[config.mk]
export PLATFORM = sky130hd
export DESIGN_NAME = message_word_sender_flat
export DESIGN_NICKNAME = d
export VERILOG_FILES = /design/src/rtl/arduino_msg_pkg.sv /design/src/rtl/message_word_sender_if.sv /design/src/rtl/message_word_sender_word_byte_mux.sv /design/src/rtl/message_word_sender.sv /design/src/flat_wrapper.sv
export SDC_FILE = /design/constraint.sdc
export NUM_CORES = 1
export LEC_CHECK = 0
export CAP_MARGIN = 10
export CORE_MARGIN = 5
export CORE_UTILIZATION = 32
export CTS_CLUSTER_DIAMETER = 30
export DETAILED_ROUTE_END_ITERATION = 12
export GPL_TIMING_DRIVEN = 0
export SYNTH_ARGS = -nofsm -noshare
export SYNTH_HDL_FRONTEND = slang
export SYNTH_SLANG_ARGS = --single-unit
[constraint.sdc]
create_clock -name Clock -period 2.15 [get_ports Clock]
set_clock_uncertainty 0.15 [all_clocks]
set_input_delay 0.3225 -clock Clock [delete_from_list [all_inputs] [get_ports Clock]]
set_output_delay 0.3225 -clock Clock [all_outputs]
set_load 0.01 [all_outputs]
[src/rtl/arduino_msg_pkg.sv]
// Shared constants and types for the Arduino message framing blocks.
// Header layout is SYNC, MSG_ID, BYTE_COUNT, followed by the payload bytes.
package arduino_msg_pkg;

   localparam logic [7:0]  SYNC_BYTE    = 8'hA5;
   localparam int unsigned HEADER_BYTES = 32'd3;
   localparam logic [7:0]  MSG_ID_WORD  = 8'h01;

   typedef enum logic [2:0] {
      IDLE  = 3'd0,
      SYNC  = 3'd1,
      ID    = 3'd2,
      COUNT = 3'd3,
      DATA  = 3'd4,
      DONE  = 3'd5
   } tx_state_t;

   // Byte-index width for an n-byte word; a single-byte word still gets one bit
   function automatic int unsigned idx_width(input int unsigned n);
      return (n > 32'd1) ? $clog2(n) : 32'd1;
   endfunction

endpackage

[src/rtl/message_word_sender_if.sv]
// Application-side request/status and byte-transmitter handshake of the word sender.
interface message_word_sender_if #(
   parameter int unsigned BytesPerWord = 4
);
   logic                      Send;
   logic [8*BytesPerWord-1:0] DataWord;
   logic                      Busy;
   logic                      Done;
   logic [7:0]                TxByte;
   logic                      TxValid;
   logic                      TxReady;

   modport master (
      output Send, DataWord, TxReady,
      input  Busy, Done, TxByte, TxValid
   );

   modport slave (
      input  Send, DataWord, TxReady,
      output Busy, Done, TxByte, TxValid
   );
endinterface

[src/rtl/message_word_sender_word_byte_mux.sv]
// Selects one byte of a latched word by index (byte 0 = least significant).
module word_byte_mux
   import arduino_msg_pkg::*;
#(
   parameter int unsigned BytesPerWord = 4,
   parameter int unsigned IdxW         = idx_width(BytesPerWord)
) (
   input  logic [8*BytesPerWord-1:0] word,
   input  logic [IdxW-1:0]           idx,
   output logic [7:0]                sel_byte
);

   // Priority-free select; indices past the word return 8'h00
   always_comb begin
      sel_byte = 8'h00;
      for (int i = 0; i < int'(BytesPerWord); i++) begin
         sel_byte = (idx == IdxW'(i)) ? word[8*i +: 8] : sel_byte;
      end
   end

endmodule

[src/rtl/message_word_sender.sv]
// Frames one data word as SYNC, MSG_ID, BYTE_COUNT, payload (LSB first) and
// streams it to a byte transmitter with a valid/ready handshake.
module message_word_sender
   import arduino_msg_pkg::*;
#(
   parameter int unsigned BytesPerWord = 4,
   parameter logic [7:0]  MsgId        = MSG_ID_WORD
) (
   input logic                  Clock,
   input logic                  Clear_n,
   message_word_sender_if.slave bus
);

   localparam int unsigned      IDX_W    = idx_width(BytesPerWord);
   localparam logic [IDX_W-1:0] LAST_IDX = IDX_W'(BytesPerWord - 32'd1);

   tx_state_t                 state;
   tx_state_t                 state_next;
   logic [8*BytesPerWord-1:0] word;
   logic [8*BytesPerWord-1:0] word_next;
   logic [IDX_W-1:0]          idx;
   logic [IDX_W-1:0]          idx_next;
   logic [7:0]                data_byte;
   logic [7:0]                tx_byte_next;
   logic                      tx_valid_next;
   logic                      done_next;
   logic                      xfer;

   assign xfer = bus.TxValid & bus.TxReady;

   // Outputs are computed from the next state so that they register in step with it
   word_byte_mux #(
      .BytesPerWord (BytesPerWord),
      .IdxW         (IDX_W)
   ) u_byte_mux (
      .word     (word_next),
      .idx      (idx_next),
      .sel_byte (data_byte)
   );

   // Next-state, latched word, byte index and next output values
   always_comb begin
      state_next = state;
      word_next  = word;
      idx_next   = idx;
      case (state)
         IDLE: begin
            if (bus.Send) begin
               state_next = SYNC;
               word_next  = bus.DataWord;
               idx_next   = '0;
            end else begin
               state_next = IDLE;
            end
         end
         SYNC: begin
            if (xfer) state_next = ID;
            else      state_next = SYNC;
         end
         ID: begin
            if (xfer) state_next = COUNT;
            else      state_next = ID;
         end
         COUNT: begin
            if (xfer) begin
               state_next = DATA;
               idx_next   = '0;
            end else begin
               state_next = COUNT;
            end
         end
         DATA: begin
            if (xfer && (idx == LAST_IDX)) begin
               state_next = DONE;
            end else if (xfer) begin
               idx_next = idx + IDX_W'(1);
            end else begin
               state_next = DATA;
            end
         end
         DONE:    state_next = IDLE;
         default: state_next = IDLE;
      endcase

      tx_valid_next = (state_next == SYNC) || (state_next == ID) ||
                      (state_next == COUNT) || (state_next == DATA);
      done_next     = (state_next == DONE);

      case (state_next)
         SYNC:    tx_byte_next = SYNC_BYTE;
         ID:      tx_byte_next = MsgId;
         COUNT:   tx_byte_next = 8'(BytesPerWord);
         DATA:    tx_byte_next = data_byte;
         default: tx_byte_next = 8'h00;
      endcase
   end

   // State, latched word, byte index and registered outputs
   always_ff @(posedge Clock or negedge Clear_n) begin
      if (!Clear_n) begin
         state       <= IDLE;
         word        <= '0;
         idx         <= '0;
         bus.Busy    <= 1'b0;
         bus.Done    <= 1'b0;
         bus.TxValid <= 1'b0;
         bus.TxByte  <= 8'h00;
      end else begin
         state       <= state_next;
         word        <= word_next;
         idx         <= idx_next;
         bus.Busy    <= tx_valid_next;
         bus.Done    <= done_next;
         bus.TxValid <= tx_valid_next;
         bus.TxByte  <= tx_byte_next;
      end
   end

endmodule

[src/flat_wrapper.sv]
// flat-port wrapper written by rule: the top's interface ports become plain ports
module message_word_sender_flat import arduino_msg_pkg::*;
#(
   parameter int unsigned BytesPerWord = 4,
   parameter logic [7:0]  MsgId        = MSG_ID_WORD
)
  (Clock, Clear_n, bus_Send, bus_DataWord, bus_TxReady, bus_Busy, bus_Done, bus_TxByte, bus_TxValid);
  message_word_sender_if #(.BytesPerWord(BytesPerWord)) bus_i ();
  input logic Clock;
  input logic Clear_n;
  input wire logic [$bits(bus_i.Send)-1:0] bus_Send;
  input wire logic [$bits(bus_i.DataWord)-1:0] bus_DataWord;
  input wire logic [$bits(bus_i.TxReady)-1:0] bus_TxReady;
  output wire logic [$bits(bus_i.Busy)-1:0] bus_Busy;
  output wire logic [$bits(bus_i.Done)-1:0] bus_Done;
  output wire logic [$bits(bus_i.TxByte)-1:0] bus_TxByte;
  output wire logic [$bits(bus_i.TxValid)-1:0] bus_TxValid;
  assign bus_i.Send = bus_Send;
  assign bus_i.DataWord = bus_DataWord;
  assign bus_i.TxReady = bus_TxReady;
  assign bus_Busy = bus_i.Busy;
  assign bus_Done = bus_i.Done;
  assign bus_TxByte = bus_i.TxByte;
  assign bus_TxValid = bus_i.TxValid;
  message_word_sender #(.BytesPerWord(BytesPerWord), .MsgId(MsgId)) u_core (.Clock(Clock), .Clear_n(Clear_n), .bus(bus_i));
endmodule
==> metrics.md, run 1 <==
| Metric | Value |
|---|---|
| Run status | `complete, but fails checks` |
| Failing checks | `setup timing` |
| CP Capture Type | `flop` |
| Final hold violation count | `0` |
| Ranking of synthesized cells by area | `dfrtp_1 (53%), mux2_2 (14%), a21o_1 (4.0%)` |
| Initial core utilization | `32.95%` |
| RSZ-0062 raised after global routing | `true` |
| Top Ports | `47` |
| Htree depth | `2` |
| Port Buffers | `46` |
| Total core area | `6794 sq um` |
| Root buf cell | `clkbuf_8` |
| Dpl ws | `-743.7 ps` |
| Hpwl dp | `3851 microns` |
| Ys flop type | `dfrtp_1` |
| Synth Register Bits | `47` |
| Area Growth Syn to Fin | `46.00%` |
| Gate Count Post-Synth | `183` |
| Setup violations, final | `4` |
| DIE HEIGHT | `93.64 microns` |
| VDD IR max | `0.4457 mV` |
| Worst-Skew Late Latency | `300 ps` |
| Die width | `93.64 microns` |
| Max-slew headroom | `61.22%` |
| Gr usage total | `13.19%` |
| CP Class | `reg -> reg` |
| Max Cap Viol | `0` |
| Die area | `8768 sq um` |
| Yosys Warn Count | `0` |
| DR vias | `1,693` |
| Power per Cell Area | `1279 nW/um^2` |
| Synth Net Count | `221` |
| Critical Path RT | `2180 ps` |
| WL per Instance | `15.55 microns` |
| CTS tree | `built` |
| Num rows | `30` |
| Most frequent cell after synthesis | `dfrtp_1` |
| Post-synthesis sequential area ratio | `52.54%` |
| Nets | `292` |
| Share of Yosys cell area claimed by the top area cell type | `52.54%` |
| Leak | `1.337 nW` |
| Share of layout cells above drive strength 1 | `35.69%` |
| Cell Area, Synth | `2238 sq um` |
| Via/cell ratio | `4.823` |
| Routability cong. | `0.8254` |
| CP max FO | `6` |
| Crit path DAT | `2330 ps` |
| DRT Pass-1 Iters | `4` |
| Max Slew Vio Count | `0` |
| Antenna viol nets, final | `0` |
| Worst-Margin Slew | `579.9 ps` |
| Hold WC Path Type | `reg -> reg` |
| Number of global-route vias before repair | `1,841` |
| Synth cell types | `41` |
| Routed wire length | `5458 microns` |
| CTS clk-pin slew, worst paths | `90 ps` |
| Ys async rst share | `100.0%` |
| Largest net degree at the start of global routing | `27` |
| First-pass GRT wire length | `9059 microns` |
| CTS Buf Count | `5` |
| Final WS setup | `-145.5 ps` |
| Remaining DRCs | `0` |
| Total grt overflow | `0` |
| Cell taking the most area after synthesis | `dfrtp_1` |
| Synth top cells by count | `dfrtp_1 (47), mux2_2 (27), a21o_1 (12), a21oi_1 (10)` |
| Avg Inst Size Synth | `12.23 sq um` |
| Filler cells | `628` |
| Dpl cell area | `2874 sq um` |
| Setup TNS | `-418.1 ps` |
| Max Root-Sink Buffers | `2` |
| Fmax | `435.6 MHz` |
| Ant diodes | `0` |
| Startpoint Class | `flop` |
| CTS Sinks | `47` |
| Tcrit/Tclk final | `106.8%` |
| Crit path time final | `2295 ps` |
| Iteration-0 DRC Markers | `33` |
| Number of synthesized flops with an enable pin | `0` |
| Antenna violations before repair | `0` |
| Layout Cell Area excl Fill | `3268 sq um` |
[final timing paths]
path                                       from                   end  slack (ps)  cells past startpoint
worst max-delay path            u_core.state[0]  u_core.bus.TxByte[0]        -150                      7
max in group asynchronous               Clear_n        u_core.word[5]         960                      3
worst min-delay path            u_core.word[23]       u_core.word[23]         350                      1
min in group asynchronous               Clear_n       u_core.word[28]         370                      2
worst max register to register  u_core.state[0]  u_core.bus.TxByte[0]        -150                      7
worst min register to register  u_core.word[23]       u_core.word[23]         350                      1
[state kept, by name (all words and copies together) (netlist names)]
register,flops
u_core.word,32
u_core.state,3
u_core.idx,2
u_core.bus.Busy,1
u_core.bus.TxByte,8
u_core.bus.Done,1
[stage by stage]
step,cells,total power [W],utilization [%],hold slack [ps]
after global placement,325,0.003241,42.08,325.8
after detailed placement,326,0.003272,42.30,177.3
after global routing,351,0.004470,48.10,361.2
final,351,0.004181,48.10,347.2
after CTS,346,0.004120,46.81,348.7
after floorplan,183,0.002724,-,-123.1
[cell usage in the layout, fill, tap and decap left out, types with 2 or more instances in the layout]
cell type,Yosys,routed
nor3_2,0,2
nor2_1,2,2
nor2_4,1,2
a21o_1,12,12
mux2_4,0,3
o21ai_4,0,2
clkdlybuf4s50_1,0,44
nand2_1,6,5
dfrtp_1,47,47
a21oi_2,0,2
buf_6,1,6
and2_1,2,2
clkbuf_8,0,7
ha_1,2,2
mux2_1,5,4
nand2b_1,2,2
inv_1,4,3
o211ai_1,8,8
a21oi_1,10,8
o21ai_0,7,6
nand3_1,4,3
buf_12,0,2
buf_4,8,18
o32ai_2,0,4
nor3_1,5,3
mux2_2,27,25
[critical path, cell delays in order, from the launching register on]
cell and delay [ps]:
dfrtp_1 390, buf_6 130, nor4b_4 270, buf_6 180, mux2_2 350, or3_1 360, a32oi_2 240, o22ai_1 120
[cells by family (layout without fill, tap and decap cells)]
logic type      Yosys count  in the layout  synth area share [%]
simple gates             30             30                 8.217
mux                      32             32                 16.10
compound gates           55             55                 17.16
buf+inv                  16             88                 4.472
fa+ha+maj                 2              2                 1.118
flops                    47             47                 52.54
xor+xnor                  1              1                0.3914
[layer usage]
metal | track usage (%) | part of all wire (%) | wire length [microns]
met4 | 4.452 | 1.5 | 80
met1 | 16.67 | 45 | 2468
met5 | 0 | 0 | 0
met3 | 3.138 | 4.1 | 223
met2 | 22.10 | 49 | 2686
[final cells by class]
| type | count | area, sq um | area share, % |
|---|---|---|---|
| Sequential cell | 47 | 1176 | 35.99 |
| Inverter | 5 | 21.27 | 0.6508 |
| Timing Repair Buffer | 64 | 625.6 | 19.14 |
| Clock buffer | 7 | 96.34 | 2.948 |
| Multi-Input combinational cell | 120 | 1107 | 33.88 |
| Clock inverter | 1 | 7.507 | 0.2297 |
| Tap cell | 96 | 120.1 | 3.675 |
| Buffer | 11 | 113.9 | 3.484 |
[report_power, final]
group | switching (W) | internal, W
combinational | 0.00101 | 0.00115
clock | 0.000298 | 0.000293
sequential | 0.000129 | 0.00129
total | 0.00144 | 0.00274
[repair_timing]
item,in CTS,in global routing
resized for setup,24,7
gates cloned,0,1
hold buffers,1,0
buffers inserted,11,4
pin swaps,7,2
setup endpoints to repair,9,9
hold endpoints to repair,21,0
Note: power is estimated with default switching activity, not from simulation.
==> run 2: changes to the inputs <==
DONT_BUFFER_PORTS = 1   (was unset)
==> metrics.md, run 2 (same netlist as run 1, synthesis figures left out) <==
| Metric | Value |
|---|---|
| Die width | `93.64 microns` |
| VDD IR max | `0.4379 mV` |
| Startpoint Class | `flop` |
| Total core area | `6794 sq um` |
| Largest register FFs | `32` |
| Crit path time final | `2332 ps` |
| CTS tree | `built` |
| Final WS setup | `-181.9 ps` |
| Num rows | `30` |
| CP Capture Type | `flop` |
| Dpl cell area | `2399 sq um` |
| First-pass GRT wire length | `8921 microns` |
| Routed wire length | `5639 microns` |
| Number of global-route vias before repair | `1,697` |
| R2R Path End | `u_core.bus.TxByte[0]` |
| Commonest non-fill, non-tap cell in the layout | `dfrtp_1` |
| Max Slew Vio Count | `0` |
| Largest net degree at the start of global routing | `48` |
| Area Growth Syn to Fin | `32.14%` |
| Total grt overflow | `0` |
| Ant diodes | `0` |
| Iteration-0 DRC Markers | `77` |
| Fin Hold WS | `22.07 ps` |
| Max incr delay on CP | `430 ps` |
| Reg2Reg Setup Slack | `-180 ps` |
| Die area | `8768 sq um` |
| Port Buffers | `0` |
| Antenna violations before repair | `0` |
| Max Root-Sink Buffers | `2` |
| Nets | `251` |
| Via/cell ratio | `5.168` |
| Tcrit/Tclk final | `108.5%` |
| Sequential Area | `1177 sq um` |
| Gr usage total | `13.31%` |
| Crit path buf inv count | `2` |
| Max-slew headroom | `60.45%` |
| Met2 Use GR | `20.67%` |
| Antenna viol nets, final | `0` |
| CTS clk-pin slew, worst paths | `100 ps` |
| DRT Pass-1 Iters | `4` |
| Share of layout cells above drive strength 1 | `47.66%` |
| CP delay by family, top | `simple AND/OR/NAND/NOR gates` |
| Critical Path RT | `2190 ps` |
| Routability cong. | `0.8763` |
| Run status | `complete, but fails checks` |
| Power per Cell Area | `1454 nW/um^2` |
| Endpoint, Worst Hold | `u_core.word[28]` |
| DIE HEIGHT | `93.64 microns` |
| Busiest layer in global routing | `met2` |
| Worst-Margin Slew | `591.4 ps` |
| Hold wc startpoint | `bus_DataWord[28]` |
| Top Ports | `47` |
| Htree depth | `2` |
| Hold WC Path Type | `in -> reg` |
| Critical R2R Launch | `u_core.state[2]` |
| WL per Instance | `18.19 microns` |
| Max stage delay cell, worst path | `dfrtp_1` |
| Commonest cells after routing, fill and taps aside | `dfrtp_1 (46), mux2_2 (22), buf_4 (18)` |
| CTS Buf Count | `5` |
| DR vias | `1,602` |
| Dpl ws | `-417.8 ps` |
| Setup violations, final | `8` |
| Filler cells | `629` |
| R2R depth | `7` |
| CP Class | `reg -> reg` |
| Power Total | `0.004299 W` |
| Remaining DRCs | `0` |
| Layout Cell Area excl Fill | `2958 sq um` |
| Biggest regs | `u_core.word x32, u_core.bus.TxByte x8, u_core.state x3` |
| CP startpoint | `u_core.state[2]` |
| Crit path DAT | `2380 ps` |
| Root buf cell | `clkbuf_8` |
| Stages on the worst setup path | `7` |
| Max Cap Viol | `0` |
| Final hold violation count | `0` |
| Hold-critical path depth | `1` |
| RSZ-0062 raised after global routing | `true` |
| Most frequent CP cell | `buf_6` |
| Area of the multi-input gates | `1159 sq um` |
| GRT met1 Usage | `17.30%` |
| Crit-path cells | `buf_6, nor4b_4, buf_6, mux2_2, or3_1, a32oi_2, o22ai_1` |
| Layout Utilization | `43.54%` |
| Initial core utilization | `32.95%` |
| CTS Sinks | `47` |
| Met3 Track Usage GR | `3.781%` |
| Worst-Skew Late Latency | `310 ps` |
| Most flop-heavy register | `u_core.word` |
| Fmax | `428.8 MHz` |
| Failing checks | `setup timing` |
| Hpwl dp | `3685 microns` |
| Leak | `1.215 nW` |
| CP max FO | `5` |
## run 2: cell types whose count changed in the layout (fill, tap and decap cells not counted), moves of 3 or more
cell	delta
mux2_2	-3
mux2_4	+3
a21oi_1	-3
a21oi_2	+3
clkdlybuf4s50_1	-44
## run 2: worst max-delay path by stage
stage / slack [ps] / end
2_1_floorplan: -50 / u_core.bus.TxByte[2]
3_3_place_gp: -380 / u_core.bus.TxByte[2]
3_5_place_dp: -420 / u_core.bus.TxByte[2]
4_1_cts: -130 / u_core.bus.TxByte[2]
5_1_grt: -230 / u_core.bus.TxByte[2]
6_report: -180 / u_core.bus.TxByte[0]
## run 2: metrics by stage
stage,TNS [ps],cells
6_report,-631.6,310
4_1_cts,-856.9,303
3_5_place_dp,-2493,279
3_3_place_gp,-2235,279
5_1_grt,-1109,310
2_1_floorplan,-87.86,183
## run 2: layer usage
layer	share of wire [%]	vias to the layer above
li1	-	737
met1	42	805
met2	50	48
met3	5.9	12
met4	2.4	0
met5	0	-
## run 2: final cells by class
type / count / area share (%)
Sequential cell: 47 / 39.81
Multi-Input combinational cell: 121 / 39.17
Timing Repair Buffer: 22 / 8.164
Buffer: 11 / 4.188
Tap cell: 96 / 4.061
Clock buffer: 5 / 2.327
Clock inverter: 3 / 1.565
Inverter: 5 / 0.7191
## run 2: report_power, final
| group | switching [W] | internal [W] | leakage, nW |
|---|---|---|---|
| clock network | 0.000316 | 0.000350 | 0.0548 |
| registers | 0.000178 | 0.00130 | 0.569 |
| logic | 0.00103 | 0.00113 | 0.591 |
| total | 0.00152 | 0.00278 | 1.22 |
## run 2: what timing repair did
action | in CTS | in global routing
cloned | 1 | 2
pin swaps | 10 | 9
setup endpoints to repair | 9 | 9
hold buffers | 2 | 0
hold endpoints to repair | 47 | 0
gates resized for setup | 28 | 17
buffers inserted | 13 | 5
